**src/rtl/iterative_alu.sv**
```systemverilog
// Purpose: multi-cycle EX-stage ALU; logic/arith in one cycle, shifts one bit per cycle.
// Latency: 1 cycle for non-shift ops or shamt=0; shamt+1 cycles for shifts with shamt>=1.
// Backpressure: ready_o only in IDLE; result held in DONE until ready_i, then one IDLE cycle.
module iterative_alu #(
    parameter int WIDTH = 32,
    parameter int SHW   = $clog2(WIDTH)
) (
    input  logic             clk_i,
    input  logic             rst_i,
    input  logic             valid_i,
    output logic             ready_o,
    input  logic [2:0]       ALUCtrl_i,
    input  logic [WIDTH-1:0] data1_i,
    input  logic [WIDTH-1:0] data2_i,
    output logic             valid_o,
    input  logic             ready_i,
    output logic [WIDTH-1:0] data_o,
    output logic             zero_o
);

    localparam logic [2:0] OP_AND = 3'b000;
    localparam logic [2:0] OP_ADD = 3'b001;
    localparam logic [2:0] OP_SUB = 3'b010;
    localparam logic [2:0] OP_OR  = 3'b011;
    localparam logic [2:0] OP_XOR = 3'b100;
    localparam logic [2:0] OP_SLL = 3'b101;
    localparam logic [2:0] OP_SRL = 3'b110;
    localparam logic [2:0] OP_SRA = 3'b111;

    typedef enum logic [1:0] {
        S_IDLE  = 2'd0,
        S_SHIFT = 2'd1,
        S_DONE  = 2'd2
    } state_t;

    state_t             state_q, state_d;
    logic [WIDTH-1:0]   acc_q,   acc_d;
    logic [SHW-1:0]     cnt_q,   cnt_d;
    logic [2:0]         op_q,    op_d;
    logic [WIDTH-1:0]   data_q,  data_d;
    logic               zero_q,  zero_d;
    logic               ready_q, ready_d;
    logic               valid_q, valid_d;

    logic [SHW-1:0]     shamt;
    logic               is_shift;
    logic [WIDTH-1:0]   single_res;
    logic [WIDTH-1:0]   acc_shifted;

    assign shamt    = data2_i[SHW-1:0];
    assign is_shift = (ALUCtrl_i == OP_SLL) || (ALUCtrl_i == OP_SRL) || (ALUCtrl_i == OP_SRA);

    // Single-cycle result for the incoming operation; a shift reaching here has shamt=0.
    always_comb begin
        single_res = data1_i;
        case (ALUCtrl_i)
            OP_AND:  single_res = data1_i & data2_i;
            OP_ADD:  single_res = data1_i + data2_i;
            OP_SUB:  single_res = data1_i - data2_i;
            OP_OR:   single_res = data1_i | data2_i;
            OP_XOR:  single_res = data1_i ^ data2_i;
            default: single_res = data1_i;
        endcase
    end

    // One-bit step of the latched shift; SRA replicates the accumulator MSB.
    always_comb begin
        acc_shifted = acc_q;
        case (op_q)
            OP_SLL:  acc_shifted = {acc_q[WIDTH-2:0], 1'b0};
            OP_SRL:  acc_shifted = {1'b0, acc_q[WIDTH-1:1]};
            OP_SRA:  acc_shifted = {acc_q[WIDTH-1], acc_q[WIDTH-1:1]};
            default: acc_shifted = acc_q;
        endcase
    end

    // Next-state and datapath update; handshake outputs follow the next state only.
    always_comb begin
        state_d = state_q;
        acc_d   = acc_q;
        cnt_d   = cnt_q;
        op_d    = op_q;
        data_d  = data_q;
        zero_d  = zero_q;
        case (state_q)
            S_IDLE: begin
                if (valid_i) begin
                    if (is_shift && (shamt != '0)) begin
                        acc_d   = data1_i;
                        cnt_d   = shamt;
                        op_d    = ALUCtrl_i;
                        state_d = S_SHIFT;
                    end else begin
                        data_d  = single_res;
                        zero_d  = (single_res == '0);
                        state_d = S_DONE;
                    end
                end
            end
            S_SHIFT: begin
                acc_d = acc_shifted;
                cnt_d = cnt_q - 1'b1;
                if (cnt_q == SHW'(1)) begin
                    data_d  = acc_shifted;
                    zero_d  = (acc_shifted == '0);
                    state_d = S_DONE;
                end
            end
            S_DONE: begin
                if (ready_i) begin
                    state_d = S_IDLE;
                end
            end
            default: state_d = S_IDLE;
        endcase
        ready_d = (state_d == S_IDLE);
        valid_d = (state_d == S_DONE);
    end

    // State registers with synchronous active-low reset discarding any in-flight work.
    always_ff @(posedge clk_i) begin
        if (!rst_i) begin
            state_q <= S_IDLE;
            acc_q   <= '0;
            cnt_q   <= '0;
            op_q    <= OP_AND;
            data_q  <= '0;
            zero_q  <= 1'b0;
            ready_q <= 1'b1;
            valid_q <= 1'b0;
        end else begin
            state_q <= state_d;
            acc_q   <= acc_d;
            cnt_q   <= cnt_d;
            op_q    <= op_d;
            data_q  <= data_d;
            zero_q  <= zero_d;
            ready_q <= ready_d;
            valid_q <= valid_d;
        end
    end

    assign ready_o = ready_q;
    assign valid_o = valid_q;
    assign data_o  = data_q;
    assign zero_o  = zero_q;

endmodule

```
**config.mk**
```make
export PLATFORM = sky130hd
export DESIGN_NAME = iterative_alu
export DESIGN_NICKNAME = d
export VERILOG_FILES = /design/src/rtl/iterative_alu.sv
export SDC_FILE = /design/constraint.sdc
export NUM_CORES = 1
export LEC_CHECK = 0
export BUFFER_PORTS_ARGS = -buffer_cell sky130_fd_sc_hd__buf_2
export CORE_MARGIN = 2
export CORE_UTILIZATION = 51
export DETAILED_ROUTE_END_ITERATION = 12
export PLACE_DENSITY = 0.78
export SLEW_MARGIN = 15
export SYNTH_ARGS = -nofsm -noshare
export SYNTH_HDL_FRONTEND = slang
export SYNTH_SLANG_ARGS = --single-unit
```
**constraint.sdc**
```tcl
create_clock -name clk_i -period 6.68 [get_ports clk_i]
set_input_delay 1.67 -clock clk_i [delete_from_list [all_inputs] [get_ports clk_i]]
set_output_delay 1.67 -clock clk_i [all_outputs]
set_load 0.01 [all_outputs]
```
After elaboration in Yosys (flattened, before gate mapping)
Cells that the tools add are included.
{"block": "op_classes", "reduce_logical": 13, "n_mux": 21, "bitwise_logic": 3, "shift": 0, "addsub": 3, "div": 0, "eq_ne": 18, "n_mul": 0, "magnitude_cmp": 0}
{"op": "$mux W32", "n": 5}
{"op": "$pmux W32 S5", "n": 1}
{"op": "$pmux W32 S2", "n": 2}
{"op": "$pmux W32 S3", "n": 1}
{"op": "$logic_not A32 Y1", "n": 2}
{"op": "$add A32 B32 Y32", "n": 1}
{"op": "$and A32 B32 Y32", "n": 1}
{"op": "$or A32 B32 Y32", "n": 1}
{"op": "$sub A32 B32 Y32", "n": 1}
{"op": "$xor A32 B32 Y32", "n": 1}
{"op": "$eq A3 B3 Y1 const B", "n": 7}
{"op": "$mux W5", "n": 2}
{"op": "$pmux W5 S2", "n": 1}
{"op": "$mux W2", "n": 4}
{"op": "$ne A2 B2 Y1 const B", "n": 4}
{"op": "$eq A3 B2 Y1 const B", "n": 2}
{"op": "$pmux W2 S3", "n": 1}
{"op": "$reduce_and A3 Y1", "n": 2}
{"op": "$eq A5 B1 Y1 const B", "n": 1}
{"op": "$reduce_bool A5 Y1", "n": 1}
{"op": "$sub A5 B1 Y5 const B", "n": 1}
{"op": "$eq A2 B2 Y1 const B", "n": 2}
{"op": "$logic_not A2 Y1", "n": 2}
{"op": "$reduce_and A4 Y1", "n": 1}
{"op": "8 further kinds", "n": 11}
{"block": "totals", "ramBits": 0, "input_bits": 71, "memories": 0, "wordCells": 66, "output_inout_bits": 35, "mem_bits_ro": 0, "latchBits": 0, "ff_bits": 77}

Depth between registers and ports, before layout
Gate-level depths: netlist of the first run.
{"block": "depth", "depth_word": 8, "depth_mapped": 21, "depth_no_buf": 20}

Worst setup path after synthesis of the first run
OpenSTA, ideal clock, no wires.
{"block": "synth_timing", "kind": "input to register", "start": "input ALUCtrl_i[1]", "end": "register zero_q (netlist: zero_o)", "path_stages": 16, "slack_ns": 1.399, "arrival_time_ns": 5.165, "path_buffers": 3, "t_required_ns": 6.564, "setup_time_ns": 0.116, "cell_sequence": "clkbuf_1 clkbuf_1 clkbuf_1 nand2_1 a21o_1 fa_1 nand2b_1 a211oi_1 o21ai_0 o221ai_2 a31oi_1 or3_1 o211ai_1 o21a_1 nor3_1 a31o_1"}
{"block": "synth_between", "elab_chain_len": 6, "elab_cells_between_ends": 18, "classes_between": "8 x eq/ne; 4 x mux; 6 x reduce/logical"}
{"item": "start, declared", "line_no": "12", "source": "input logic [2:0] ALUCtrl_i,"}
{"item": "$eq A3 B3 Y1 (tied with other cells)", "line_no": "56", "source": "case (ALUCtrl_i)"}
{"item": "$pmux W32 S5 / $logic_or A1 B1 Y1 (equally long branches)", "line_no": "56, 51"}
{"item": "$logic_not A32 Y1 / $logic_or A1 B1 Y1 (equally long branches)", "line_no": "95, 51"}
{"item": "$mux W1 / $logic_and A1 B1 Y1 (equally long branches)", "line_no": "88", "source": "if (is_shift && (shamt != '0)) begin"}
{"item": "$mux W1 / $ne A2 B2 Y1 (equally long branches)"}
{"item": "$pmux W1 S2 / $reduce_and A4 Y1 (equally long branches)"}
{"item": "end signal, assigned", "line_no": "137", "source": "zero_q <= zero_d;"}
{"item": "end, declared", "line_no": "41", "source": "logic zero_q, zero_d;"}
Parallel ways exist; a longest one is shown, timed or not. The select of a mux whose other input is x is not followed.
A chain may end at the register's enable or synchronous reset.

Worst setup path in the final report of the first run
{"block": "layout_timing", "start": "input data2_i[2]", "end": "register zero_q (netlist: zero_o)"}
{"block": "layout_between", "elab_chain_len": 6, "elab_cells_between_ends": 14, "classes_between": "2 x add/sub; 1 x eq/ne; 4 x mux; 3 x bitwise; 4 x reduce/logical"}
{"item": "start, declared", "line_no": "14", "source": "input logic [WIDTH-1:0] data2_i,"}
{"item": "$sub A32 B32 Y32 (tied with other cells)", "line_no": "59", "source": "OP_SUB: single_res = data1_i - data2_i;"}
{"item": "$pmux W32 S5", "line_no": "56"}
{"item": "$logic_not A32 Y1", "line_no": "95", "source": "zero_d = (single_res == '0);"}
{"item": "$mux W1", "line_no": "88"}
{"item": "$mux W1", "line_no": "87", "source": "if (valid_i) begin"}
{"item": "$pmux W1 S2", "line_no": "85", "source": "case (state_q)"}
Parallel ways exist; a longest one is shown, timed or not. The select of a mux whose other input is x is not followed.

==> results of run 1 <==
==> power groups by stage <==
stage	sequential [mW]	clock, mW	combinational (mW)
after detailed placement	0.553	0	0.737
after global routing	0.550	0.478	0.830
final	0.545	0.463	0.760
after global placement	0.553	0	0.726
after floorplan	0.554	0	0.510
after CTS	0.544	0.462	0.740
==> worst max-delay path by stage <==
| stage | slack [ps] | endpoint | startpoint |
|---|---|---|---|
| after floorplan | 1400 | zero_o | ALUCtrl_i[1] |
| after global placement | 640 | zero_o | data2_i[2] |
| after detailed placement | 520 | zero_o | data2_i[2] |
| after CTS | 860 | zero_o | data2_i[2] |
| after global routing | 250 | zero_o | data2_i[2] |
| final | 740 | zero_o | data2_i[2] |
==> worst min-delay path, cell delays in order (launching register included) <==
cell and delay, ps:
dfxtp_1 310, nand2_1 50, a21oi_1 50
==> layout by cell type, fill, tap and decap left out, types with 5 or more instances in the layout <==
cell | synthesis | layout
a211o_1 | 5 | 5
a211oi_1 | 50 | 50
a21o_1 | 9 | 9
a21oi_1 | 84 | 83
a221oi_1 | 10 | 10
a22o_1 | 29 | 29
a22oi_1 | 32 | 32
a31oi_1 | 15 | 15
a32oi_1 | 8 | 8
a41oi_1 | 7 | 7
and2_1 | 8 | 8
and3_1 | 6 | 6
buf_2 | 2 | 105
buf_4 | 1 | 21
clkbuf_16 | 0 | 9
dfxtp_1 | 77 | 77
ha_1 | 99 | 99
inv_1 | 79 | 79
nand2_1 | 106 | 106
nand2b_1 | 11 | 10
nand3_1 | 20 | 20
nand4_1 | 14 | 14
nor2_1 | 135 | 134
nor2b_1 | 36 | 35
nor3_1 | 61 | 60
nor4_1 | 9 | 9
o2111ai_1 | 10 | 10
o211ai_1 | 15 | 15
o21a_1 | 5 | 5
o21ai_0 | 104 | 103
xnor2_1 | 44 | 44
xor2_1 | 14 | 14
==> layer usage <==
metal / GRT usage [%] / up-vias
met4: 13.0 / 0
met2: 49.7 / 537
met1: 44.4 / 4596
li1: - / 4624
met5: 0 / -
met3: 2.70 / 85
==> area by class of cell <==
| cell class | count | area (µm²) | share of cell area, % |
|---|---|---|---|
| Clock buffer | 10 | 229 | 2.37 |
| Clock inverter | 6 | 48.8 | 0.505 |
| Inverter | 80 | 300 | 3.11 |
| Multi-Input combinational cell | 1004 | 6590 | 68.2 |
| Sequential cell | 77 | 1540 | 15.9 |
| Tap cell | 220 | 275 | 2.85 |
| Timing Repair Buffer | 126 | 683 | 7.06 |
==> stage by stage <==
| step | power (mW) | hold WS [ps] | setup slack [ps] | std cells | cell area (µm²) |
|---|---|---|---|---|---|
| 4_1_cts | 1.75 | 454 | 858 | 1523 | 9670 |
| 6_report | 1.77 | 448 | 739 | 1523 | 9670 |
| 3_3_place_gp | 1.28 | 441 | 638 | 1507 | 9390 |
| 5_1_grt | 1.86 | 482 | 252 | 1523 | 9670 |
| 2_1_floorplan | 1.06 | 444 | 1400 | 1247 | 8760 |
| 3_5_place_dp | 1.29 | 446 | 521 | 1507 | 9390 |
==> synthesized netlist by cell type, drive strengths merged (6+ instances only) <==
cell type / instances / area, µm²
nand2: 106 / 398
nor4: 10 / 68.8
and3: 6 / 37.5
a21oi: 85 / 437
o21ai: 109 / 553
nand4: 14 / 87.6
buf: 8 / 51.3
nand2b: 11 / 68.8
a31oi: 15 / 93.8
nor2b: 36 / 225
a22o: 29 / 254
and2: 8 / 50.1
a211oi: 51 / 388
xor2: 14 / 123
a32oi: 8 / 70.1
o2111ai: 10 / 87.6
nor2: 136 / 513
dfxtp: 77 / 1540
nand3: 20 / 100
a221oi: 10 / 87.6
a41oi: 7 / 61.3
xnor2: 44 / 385
nor3: 61 / 305
o211ai: 16 / 125
a22oi: 32 / 240
a21o: 9 / 67.6
inv: 80 / 300
clkbuf: 78 / 293
ha: 99 / 1240
==> registers in the layout, indices dropped and copies added (netlist names) <==
register	count
op_q	3
acc_q	32
zero_o	1
data_o	32
ready_o	1
valid_o	1
state_q	2
cnt_q	5
==> logic make-up after synthesis <==
group / count (synthesis) / synth area share [%]
buffers and inverters: 166 / 7.36
multiplexers: 2 / 0.229
AO/OA/AOI/OAI: 420 / 32.0
adder cells (fa/ha/maj): 100 / 14.4
AND/OR/NAND/NOR: 424 / 22.6
flip-flops: 77 / 17.6
XOR/XNOR: 58 / 5.80
==> flow_metrics.env, run 1 <==
export IMPL_status="finished clean"
export IMPL_synth_async_reset_ratio_pct=0
export IMPL_slew_headroom_pct=24.3
export IMPL_num_rows=47
export IMPL_post_route_cells_drive_above_1_share_pct=12.4
export IMPL_seq_power_share_pct=30.8
export IMPL_synth_seq_cells=77
export IMPL_fmax_mhz=168
export IMPL_r2r_end="zero_o"
export IMPL_cap_viol_max_count=0
export IMPL_yosys_warnings=0
export IMPL_wl_met3_mm=2.73
export IMPL_highest_layer="met4"
export IMPL_clockRootBuffer="clkbuf_16"
export IMPL_whs_path_depth=2
export IMPL_start_util_pct=52.4
export IMPL_cp_max_fo=11
export IMPL_cts_buffer_depth=2
export IMPL_ys_flop_type="dfxtp_1"
export IMPL_switching_share_pct=41.1
export IMPL_critPathKind="primary input to flip-flop"
export IMPL_drtAntennaViolNets=0
export IMPL_vias_per_cell=6.46
export IMPL_synth_cell_types=72
export IMPL_fin_crit_ps=5940
export IMPL_place_gp_congestion=1.00
export IMPL_finClkSkew_ps=7.44
export IMPL_yosysSeqAreaShare_pct=17.6
export IMPL_insertion_delay_ps=350
export IMPL_grtUsageTotal_pct=31.6
export IMPL_cp_start_kind="primary input"
export IMPL_power_density_nw_per_um2=183
export IMPL_hpwl_mm=22.0
export IMPL_die_y_um=135
export IMPL_r2r_slack_ps=3550
export IMPL_power_frac_comb_pct=43.0
export IMPL_cp_cell_sequence="buf_2 > nor4_1 > and2_1 > nand2_1 > nor2_1 > nand2_1 > nor3_1 > a21oi_1 > xnor2_1 > ha_1 > and4_1 > and3_1 > nand3_1 > nor2_1 > a211oi_1 > xor2_1 > o21ai_0 > a211o_1 > nor4_1 > a31o_1"
export IMPL_syn_nets=1418
export IMPL_tritoncts="done"
export IMPL_wl_met2_mm=12.9
export IMPL_cp_num_cells=20
export IMPL_hold_viol=0
export IMPL_coreArea_um2=16700
export IMPL_rsz0062_at_grt="false"
export IMPL_die_area_um2=18200
export IMPL_met1Wirelength_mm=12.5
export IMPL_h_tree_depth=3
export IMPL_slowest_delay_ps=500
export IMPL_synthCells=1247
export IMPL_detail_route_wl_per_cell_um=19.2
export IMPL_worst_setup_path_end_kind="flip-flop"
export IMPL_vias=9842
export IMPL_area_growth_pct=10.4
export IMPL_grt_pass1_vias=8833
export IMPL_switching_power_uw=727
export IMPL_whs_endpoint="data_o[20]"
export IMPL_grt_pass1_wl_mm=46.0
export IMPL_drt_iter0_drc=1285
export IMPL_postCtsSetupBuffers=0
export IMPL_drc_errors=0
export IMPL_worst_path_buf_inv=1
export IMPL_peakVddDrop_v=0.000139
export IMPL_required_ps=6970
export IMPL_critical_path_top_delay_family="simple AND/OR/NAND/NOR gates"
export IMPL_ctsHoldBuffers=0
export IMPL_hp_class="flip-flop to flip-flop"
export IMPL_n_antenna_cell=0
export IMPL_gr_total_overflow=0
export IMPL_clkSinkCount=77
export IMPL_post_cts_resized=0
export IMPL_internal_power_mw=1.04
export IMPL_leakagePower_nw=4.07
export IMPL_timing_rr_start="cnt_q[0]"
export IMPL_clk_pin_slew_ps=60
export IMPL_grt_max_degree=77
export IMPL_antenna_found_initial=0
export IMPL_finalWirelength_mm=29.2
export IMPL_synthesis_area_um2=8760
export IMPL_cts_buffers=9
export IMPL_drt_pre_antenna_iters=6
export IMPL_io_buffers=105
export IMPL_io_pins=106
export IMPL_fillers=1650
export IMPL_max_slew_worst_pin_slew_ps=1130
export IMPL_synth_edff_count=0
export IMPL_nNetsFinal=1469
export IMPL_avgSynthCellArea_um2=7.02
export IMPL_period_share_pct=88.9
export IMPL_min_from="data_o[20]"
export IMPL_final_core_util_pct=57.9
export IMPL_fin_tns_setup_ps=0
export IMPL_rr_worst_depth=11
export IMPL_finalSetupViolCount=0
export IMPL_p_clk_share_pct=26.2
export IMPL_die_w_um=135
export IMPL_arrival_ps=6230
export IMPL_slew_violations=0
export IMPL_cp_slowest_cell="nor3_1"
(Power assumes the default switching activity.)
==> inputs of run 2 (changes only) <==
--- a/config.mk
+++ b/config.mk
@@ -5,11 +5,14 @@
 export SDC_FILE = /design/constraint.sdc
 export NUM_CORES = 1
 export LEC_CHECK = 0
+export ABC_CLOCK_PERIOD_IN_PS = 6680
 export BUFFER_PORTS_ARGS = -buffer_cell sky130_fd_sc_hd__buf_2
+export CELL_PAD_IN_SITES_DETAIL_PLACEMENT = 2
+export CELL_PAD_IN_SITES_GLOBAL_PLACEMENT = 2
 export CORE_MARGIN = 2
-export CORE_UTILIZATION = 51
+export CORE_UTILIZATION = 34
 export DETAILED_ROUTE_END_ITERATION = 12
-export PLACE_DENSITY = 0.78
+export PLACE_DENSITY = 0.89
 export SLEW_MARGIN = 15
 export SYNTH_ARGS = -nofsm -noshare
 export SYNTH_HDL_FRONTEND = slang
==> run 2 against run 1 <==
Effect of this change: combinational power rose by 9.1%; clock skew rose by 6.0 ps; utilization fell by 19 points; final cell count rose by 7.4%; sequential share of layout area fell by 0.36 points; global-route usage fell by 1.0 points; power rose by 11%; clock-buffer cell count rose by 2; clock power rose by 27%; hold slack improved by 19 ps; critical path depth did not move; critical endpoint unchanged.
==> flow_metrics.env, run 2 (synthesis results as in run 1) <==
export IMPL_hpwl_mm=30.3
export IMPL_die_area_um2=27100
export IMPL_mostFrequentLayoutCell="nor2_1"
export IMPL_required_ps=6980
export IMPL_clkSinkCount=77
export IMPL_h_tree_depth=3
export IMPL_grt_pass1_wl_mm=64.3
export IMPL_io_buffers=105
export IMPL_slowest_delay_ps=500
export IMPL_clk_pin_slew_ps=70
export IMPL_highest_layer="met4"
export IMPL_max_slew_worst_pin_slew_ps=1110
export IMPL_drt_iter0_drc=700
export IMPL_fin_tns_setup_ps=0
export IMPL_finalWirelength_mm=41.2
export IMPL_worst_path_buf_inv=1
export IMPL_vias=10300
export IMPL_antenna_found_initial=0
export IMPL_critPathCapture="zero_o"
export IMPL_finalSetupViolCount=0
export IMPL_seq_power_share_pct=28.1
export IMPL_wl_met3_mm=1.98
export IMPL_ctsHoldBuffers=0
export IMPL_area_growth_pct=13.0
export IMPL_post_route_cells_drive_above_1_share_pct=12.6
export IMPL_critical_path_top_delay_family="simple AND/OR/NAND/NOR gates"
export IMPL_p_clk_share_pct=29.8
export IMPL_cp_cell_sequence="buf_2 > nor4_1 > and2_1 > nand2_1 > nor2_1 > nand2_1 > nor3_1 > a21oi_1 > xnor2_1 > ha_1 > a21oi_1 > o21ai_0 > a211oi_1 > nand4_1 > nand2_1 > xor2_1 > o21ai_0 > a211oi_1 > nor4b_1 > a31o_1"
export IMPL_slew_violations=0
export IMPL_worst_setup_path_end_kind="flip-flop"
export IMPL_r2r_slack_ps=3360
export IMPL_die_w_um=165
export IMPL_cp_start_kind="primary input"
export IMPL_switching_power_uw=804
export IMPL_wl_met2_mm=19.3
export IMPL_rsz0062_at_grt="false"
export IMPL_internal_power_mw=1.16
export IMPL_post_cts_resized=0
export IMPL_n_antenna_cell=0
export IMPL_postCtsSetupBuffers=0
export IMPL_whs_ps=467
export IMPL_place_gp_congestion=0.895
export IMPL_tritoncts="done"
export IMPL_insertion_delay_ps=360
export IMPL_peakVddDrop_v=0.000129
export IMPL_power_density_nw_per_um2=199
export IMPL_grt_pass1_vias=10900
export IMPL_met1Wirelength_mm=18.3
export IMPL_drt_pre_antenna_iters=5
export IMPL_vias_per_cell=6.28
export IMPL_power_frac_comb_pct=42.1
export IMPL_fin_crit_ps=6160
export IMPL_cp_max_fo=11
export IMPL_drc_errors=0
export IMPL_crit_start="data2_i[2]"
export IMPL_r2r_end="zero_o"
export IMPL_critPathMostFrequentCell="nand2_1"
export IMPL_layout_common_cells="nor2_1, nand2_1, buf_2, o21ai_0, ha_1"
export IMPL_num_rows=58
export IMPL_fmax_mhz=162
export IMPL_period_share_pct=92.2
export IMPL_cts_buffer_depth=2
export IMPL_arrival_ps=6460
export IMPL_timing_rr_start="cnt_q[1]"
export IMPL_cp_slowest_cell="nor3_1"
export IMPL_critPathKind="primary input to flip-flop"
export IMPL_slew_headroom_pct=26.2
export IMPL_grtUsageTotal_pct=30.6
export IMPL_nNetsFinal=1472
export IMPL_cap_viol_max_count=0
export IMPL_detail_route_wl_per_cell_um=25.2
export IMPL_coreArea_um2=25300
export IMPL_cts_buffers=9
export IMPL_grt_max_degree=77
export IMPL_drtAntennaViolNets=0
export IMPL_status="finished clean"
export IMPL_clockRootBuffer="clkbuf_16"
export IMPL_hp_class="flip-flop to flip-flop"
export IMPL_switching_share_pct=40.8
export IMPL_io_pins=106
export IMPL_gr_total_overflow=0
export IMPL_hold_viol=0
export IMPL_start_util_pct=34.7
export IMPL_finClkSkew_ps=13.4
export IMPL_cp_num_cells=20
export IMPL_die_y_um=165
export IMPL_rr_worst_depth=12
export IMPL_leakagePower_nw=4.13
[run 2: cell types whose count changed in the layout (fill, tap and decap cells not counted), sizes merged]
cell	before	now
buf	126	129
bufinv	0	3
clkbuf	10	12
clkinv	2	1
clkinvlp	3	0
inv	81	80
[run 2: worst reg2reg max path, cell delays in order, from the launching register on]
cell	delay [ps]
dfxtp_1	330
inv_1	110
ha_1	170
nor4b_1	540
nand2_1	240
a21oi_4	200
nor2_1	80
or4_1	490
a211o_1	290
nor4_2	160
nand3b_1	150
nor4_1	300
a31o_1	190
[run 2: layout make-up]
cell class / count / area [µm²]
repair buffers: 129 / 706
clock buffers: 12 / 246
multi-input cells: 1004 / 6590
clock inverters: 4 / 95.1
flip-flops and latches: 77 / 1540
inverters: 80 / 300
fillers: 3010 / 15400
well taps: 330 / 413
[run 2: worst min-delay path by stage]
stage	startpoint	slack [ps]	cells past startpoint	end
finish	data_o[20]	470	2	data_o[20]
detailed placement	data_o[14]	450	2	data_o[14]
floorplan	acc_q[0]	440	2	acc_q[0]
global placement	data_o[0]	440	2	data_o[0]
global route	data_o[20]	500	2	data_o[20]
CTS	data_o[20]	470	2	data_o[20]
[run 2: per-layer routing]
layer | up-vias | GRT usage, %
met3 | 101 | 2.79
met5 | - | 0
met4 | 0 | 12.7
met1 | 5207 | 40.8
met2 | 338 | 50.6
li1 | 4620 | -
[run 2: power by group through the flow]
| stage | Sequential (mW) | Combinational, mW | Clock (mW) |
|---|---|---|---|
| 4_1_cts | 0.551 | 0.816 | 0.583 |
| 3_3_place_gp | 0.555 | 0.760 | 0 |
| 6_report | 0.553 | 0.829 | 0.587 |
| 3_5_place_dp | 0.558 | 0.800 | 0 |
| 5_1_grt | 0.557 | 0.901 | 0.603 |
| 2_1_floorplan | 0.554 | 0.510 | 0 |
[run 2: through the flow]
step	util, %	setup WS (ps)	instances	total power [mW]	area (µm²)
after floorplan	-	1400	1247	1.06	8760
after detailed placement	37.8	297	1620	1.36	9550
final	39.2	522	1636	1.97	9890
after global placement	37.8	549	1620	1.32	9550
after global routing	39.2	123	1636	2.06	9890
after CTS	39.2	591	1636	1.95	9890
